[config.mk]
export PLATFORM = sky130hd
export DESIGN_NAME = fetch_prefetch_buffer
export DESIGN_NICKNAME = d
export VERILOG_FILES = /design/src/rtl/fetch_prefetch_buffer.sv
export SDC_FILE = /design/constraint.sdc
export NUM_CORES = 1
export LEC_CHECK = 0
export BUFFER_PORTS_ARGS = -buffer_cell sky130_fd_sc_hd__buf_2
export CAP_MARGIN = 0
export CORE_UTILIZATION = 57
export CTS_CLUSTER_DIAMETER = 40
export DETAILED_ROUTE_END_ITERATION = 6
export HOLD_SLACK_MARGIN = 0.08
export PLACE_DENSITY = 0.79
export SYNTH_ARGS = -nofsm -noshare
export SYNTH_HDL_FRONTEND = slang
export SYNTH_SLANG_ARGS = --single-unit
[constraint.sdc]
create_clock -name i_clk -period 3.1 [get_ports i_clk]
set_input_delay 0.155 -clock i_clk [delete_from_list [all_inputs] [get_ports i_clk]]
set_output_delay 0.155 -clock i_clk [all_outputs]
set_load 0.01 [all_outputs]
[src/rtl/fetch_prefetch_buffer.sv]
`default_nettype none
// ============================================================================
// Module      : fetch_prefetch_buffer
// Description : Sequential instruction prefetcher. It keeps at most one word
//               request outstanding to instruction memory and buffers up to
//               DEPTH {instruction, pc} pairs for the fetch stage. A redirect
//               flushes the buffer, drops any in-flight response and restarts
//               fetching at the redirect target.
// Revision    : 1.0 - initial release
// ============================================================================
module fetch_prefetch_buffer #(
    parameter int          DEPTH    = 4,
    parameter logic [31:0] RESET_PC = 32'h0000_0000
) (
    input  logic                       i_clk,
    input  logic                       i_rst,
    output logic                       o_imem_req,
    output logic [31:0]                o_imem_addr,
    input  logic                       i_imem_ack,
    input  logic                       i_imem_rvalid,
    input  logic [31:0]                i_imem_rdata,
    input  logic                       i_redirect,
    input  logic [31:0]                i_redirect_pc,
    input  logic                       i_consume,
    output logic                       o_valid,
    output logic [31:0]                o_instr,
    output logic [31:0]                o_pc,
    output logic [$clog2(DEPTH):0]     o_count
);

    localparam int c_ptr_w = $clog2(DEPTH);
    localparam int c_cnt_w = c_ptr_w + 1;
    localparam logic [c_cnt_w-1:0] c_depth = c_cnt_w'(DEPTH);

    // FETCH issues a request, WAIT expects its response, DISCARD expects a
    // response that belongs to a flushed request and must be thrown away.
    localparam logic [1:0] c_st_fetch   = 2'd0;
    localparam logic [1:0] c_st_wait    = 2'd1;
    localparam logic [1:0] c_st_discard = 2'd2;

    logic [1:0]          r_state;
    logic [1:0]          w_state_nxt;
    logic [31:0]         r_fetch_pc;
    logic [31:0]         r_req_pc;
    logic [c_ptr_w-1:0]  r_rd_ptr;
    logic [c_ptr_w-1:0]  r_wr_ptr;
    logic [c_cnt_w-1:0]  r_count;
    logic [31:0]         r_instr_mem [DEPTH];
    logic [31:0]         r_pc_mem    [DEPTH];

    logic                w_req;
    logic                w_fire;
    logic                w_wr;
    logic                w_rd;
    logic                w_unused;

    // The low address bits of a redirect target carry no meaning for word fetches.
    assign w_unused = &{1'b0, i_redirect_pc[1:0]};

    // A request is only raised while there is guaranteed room for its response.
    assign w_req  = i_rst && (r_state == c_st_fetch) && (r_count < c_depth);
    assign w_fire = w_req && i_imem_ack;
    assign w_wr   = !i_redirect && (r_state == c_st_wait) && i_imem_rvalid;
    assign w_rd   = !i_redirect && i_consume && (r_count != '0);

    assign o_imem_req  = w_req;
    assign o_imem_addr = i_rst ? r_fetch_pc : RESET_PC;
    assign o_valid     = i_rst && (r_count != '0);
    assign o_count     = i_rst ? r_count : '0;
    assign o_instr     = r_instr_mem[r_rd_ptr];
    assign o_pc        = r_pc_mem[r_rd_ptr];

    // Next-state selection; a redirect decides whether a response is still owed.
    always_comb begin
        w_state_nxt = r_state;
        if (i_redirect) begin
            case (r_state)
                c_st_fetch:   w_state_nxt = w_fire ? c_st_discard : c_st_fetch;
                c_st_wait:    w_state_nxt = i_imem_rvalid ? c_st_fetch : c_st_discard;
                c_st_discard: w_state_nxt = i_imem_rvalid ? c_st_fetch : c_st_discard;
                default:      w_state_nxt = c_st_fetch;
            endcase
        end else begin
            case (r_state)
                c_st_fetch:   if (w_fire)        w_state_nxt = c_st_wait;
                c_st_wait:    if (i_imem_rvalid) w_state_nxt = c_st_fetch;
                c_st_discard: if (i_imem_rvalid) w_state_nxt = c_st_fetch;
                default:      w_state_nxt = c_st_fetch;
            endcase
        end
    end

    // State, fetch address and buffer bookkeeping.
    always_ff @(posedge i_clk) begin
        if (!i_rst) begin
            r_state    <= c_st_fetch;
            r_fetch_pc <= RESET_PC;
            r_req_pc   <= RESET_PC;
            r_rd_ptr   <= '0;
            r_wr_ptr   <= '0;
            r_count    <= '0;
        end else begin
            r_state <= w_state_nxt;
            if (i_redirect) begin
                r_fetch_pc <= {i_redirect_pc[31:2], 2'b00};
                r_rd_ptr   <= '0;
                r_wr_ptr   <= '0;
                r_count    <= '0;
            end else begin
                if (w_fire) begin
                    r_req_pc   <= r_fetch_pc;
                    r_fetch_pc <= r_fetch_pc + 32'd4;
                end
                if (w_wr) r_wr_ptr <= r_wr_ptr + c_ptr_w'(1);
                if (w_rd) r_rd_ptr <= r_rd_ptr + c_ptr_w'(1);
                r_count <= r_count + c_cnt_w'(w_wr) - c_cnt_w'(w_rd);
            end
        end
    end

    // Entry storage; contents are meaningless until written, so no reset.
    always_ff @(posedge i_clk) begin
        if (i_rst && w_wr) begin
            r_instr_mem[r_wr_ptr] <= i_imem_rdata;
            r_pc_mem[r_wr_ptr]    <= r_req_pc;
        end
    end

endmodule
`default_nettype wire

==> summary.md <==
| Metric | Value |
|---|---|
| Run status | `finished, final reports clean` |
| Drt pass-1 iters | `5` |
| Longest Clk Path Bufs | `3` |
| Critical path type | `flop to flop` |
| Placed cells | `1202` |
| Mapped Area | `0.01266 mm2` |
| Largest net degree at the start of global routing | `49` |
| Root Buffer | `clkbuf_16` |
| VDD IR-drop max | `0.4247 mV` |
| Biggest area consumer among synthesized cells | `edfxtp_1` |
| Global-route met3 utilization | `0.04639` |
| IO Pins | `171` |
| Count leader, synth | `edfxtp_1` |
| Pre-CTS setup slack | `0.7746 ns` |
| Pint | `7.478 mW` |
| CP required | `3.48 ns` |
| Cells after Synth | `790` |
| PD cells | `599.2 mW/mm2` |
| Met1 Use GR | `0.3087` |
| Final nets | `1108` |
| Core Box Area | `0.02182 mm2` |
| Sequential power share | `0.497` |
| GRT Total Usage | `0.2298` |
| WHS | `0.1469 ns` |
| FMAX | `424.0 MHz` |
| DP Area | `0.01381 mm2` |
| Layout cell share with drive strength beyond 1 | `0.3059` |
| CTS tree | `done` |
| Row count | `54` |
| Number of global-route vias before repair | `7549` |
| Endpoints failing hold | `0` |
| Initial core utilization | `0.5803` |
| Tcrit/Tclk final | `0.7609` |
| Async set or reset register ratio after synthesis | `0` |
| Clock sinks | `319` |
| Clock Skew | `0.01538 ns` |
| Post-DP HPWL | `15890 um` |
| Critical Path Start Type | `flop` |
| Gpl congestion | `0.9050` |
| Cell variety after synth | `59` |
| DRC | `0` |
| Fill cell count | `1349` |
| Min Tclk post-route | `2.359 ns` |
| Die height | `151.1 um` |
| Setup TNS | `0 ns` |
| Synth Flop Type | `edfxtp_1` |
| Sw Pwr | `1.964 mW` |
| Max Transition Viols Final | `0` |
| #FFs+latches synth | `319` |
| Via density | `5.753` |
| Pwr Total | `9.442 mW` |
| Finish-stage setup viols | `0` |
| Mapped Avg Cell Area | `16.03 um2` |
| Final Core Density | `0.7221` |
| Clock Latency Late Sink | `0.51 ns` |
| Htree depth | `2` |
| Sequential share of the synthesized area | `0.7003` |
| RSZ-0062 raised after global routing | `false` |
| Gr busiest metal | `met2` |
| Gate power share | `0.035` |
| Vias | `7686` |
| Die W | `151.1 um` |
| Max-cap check violation count | `0` |
| Die ar. | `0.02282 mm2` |
| Yosys warns | `0` |
| First-pass GRT wire length | `39680 um` |
| Met2 Use GR | `0.3810` |
| Worst slew margin | `0.6062` |
| Iter 0 DRT Violations | `405` |
| Clock network power share | `0.468` |
| Worst Hold Class | `input pin to flop` |
| Area Growth Syn to Fin | `24.42%` |
| Final worst slack | `0.7413 ns` |
| Initial antenna violation count | `0` |
| CP endpoint kind | `flop` |
| EDFF count, synth | `248` |
| Non-Filler Instances | `1336` |
| Antenna diode count | `0` |
| Switching part of the total power | `0.2080` |
| CP max FO | `8` |
| CTS Buf Count | `37` |
| Top cell type's share of synthesized area | `0.5880` |
| Routed Antenna Nets | `0` |
| Total congestion overflow | `0` |
| Total Wirelength | `25710 um` |
| Slew @ Worst Pin | `0.5907 ns` |
| Post-synth top cells | `edfxtp_1 (248), nand2_1 (74), dfxtp_1 (71)` |
| Final Cell Area | `0.01576 mm2` |
| PortBufs | `164` |
| Arrival @ worst endpoint | `2.74 ns` |
| Clock slew at reported path FFs | `0.06 ns` |
| Setup Buffers After CTS | `0` |
| Leak | `5.478 nW` |
| Area contributors post-synth | `edfxtp_1 (59%), dfxtp_1 (11%), mux4_2 (11%)` |
| WL per Instance | `19.24 um` |
==> critical path, stage by stage (launching register included) <==
cell and delay, ns:
dfxtp_1 0.31, inv_1 0.10, ha_1 0.16, and2_1 0.30, nand2_1 0.11, ha_1 0.29
inv_1 0.04, ha_1 0.18, fa_1 0.38, xnor2_1 0.18, xnor2_1 0.14, nor2_1 0.05
==> cell usage in the layout (no fill, tap or decap), types with 15 or more instances in the layout <==
master,n
and2_1,30
o21ai_0,23
mux4_2,62
clkbuf_16,40
buf_2,164
dlygate4sd3_1,66
nor2_1,19
edfxtp_1,248
nand2_1,74
a21oi_1,39
dfxtp_1,69
nand3_1,15
==> flip-flops by register name (all words and copies together), names as in the netlist, named ones only <==
name / count
r_count: 3
r_instr_mem: 128
r_wr_ptr: 2
r_pc_mem: 120
r_req_pc: 30
r_state: 2
r_rd_ptr: 2
r_fetch_pc: 30
==> routing by layer <==
layer | up-vias | share of wire
met4 | 0 | 0.018
met1 | 3785 | 0.42
li1 | 3559 | -
met3 | 42 | 0.072
met5 | - | 0
met2 | 300 | 0.49
==> power by group through the flow <==
stage / Sequential (mW) / Combinational (mW) / Clock [mW]
after floorplan: 4.75 / 0.172 / 0
after global placement: 4.78 / 0.256 / 0
after detailed placement: 4.78 / 0.260 / 0
after CTS: 4.69 / 0.328 / 4.48
after global routing: 4.70 / 0.366 / 4.64
final: 4.69 / 0.333 / 4.41
==> cell type report <==
type	count	area, um2	area share
inverters	11	41.29	0.002620
flip-flops and latches	319	8874	0.5631
well taps	280	350.3	0.02223
clock buffers	45	1040	0.06598
multi-input cells	408	3500	0.2221
clock inverters	23	246.5	0.01564
repair buffers	250	1707	0.1083
==> final timing paths <==
| path | startpoint | slack, ns | cells past startpoint | end |
|---|---|---|---|---|
| worst max-delay path | r_state[1]$_SDFFE_PN0P_ | 0.74 | 11 | r_count[2]$_SDFF_PP0_ |
| worst min-delay path | i_consume | 0.15 | 4 | flop |
| worst max register to register | r_state[1]$_SDFFE_PN0P_ | 0.74 | 11 | r_count[2]$_SDFF_PP0_ |
| worst min register to register | r_req_pc[4]$_SDFFE_PN0P_ | 0.50 | 0 | r_pc_mem[1][4]$_DFFE_PP_ |
==> cell families after synthesis <==
kind of cell / synth area share
and+or+nand+nor: 0.09425
other: 0.0002961
adders and majority gates: 0.01146
AOI/OAI and AO/OA: 0.04644
DFF: 0.7003
buffers and inverters: 0.02588
xor gates and xnor gates: 0.01037
muxes: 0.1110
==> what timing repair did <==
| action | in CTS | in global routing |
|---|---|---|
| hold buffers | 66 | 0 |
| endpoints found under the hold margin | 160 | 0 |
| setup endpoints to repair | 0 | 0 |
| gates resized for setup | 0 | 0 |
Note: power is estimated with default switching activity, not from simulation.
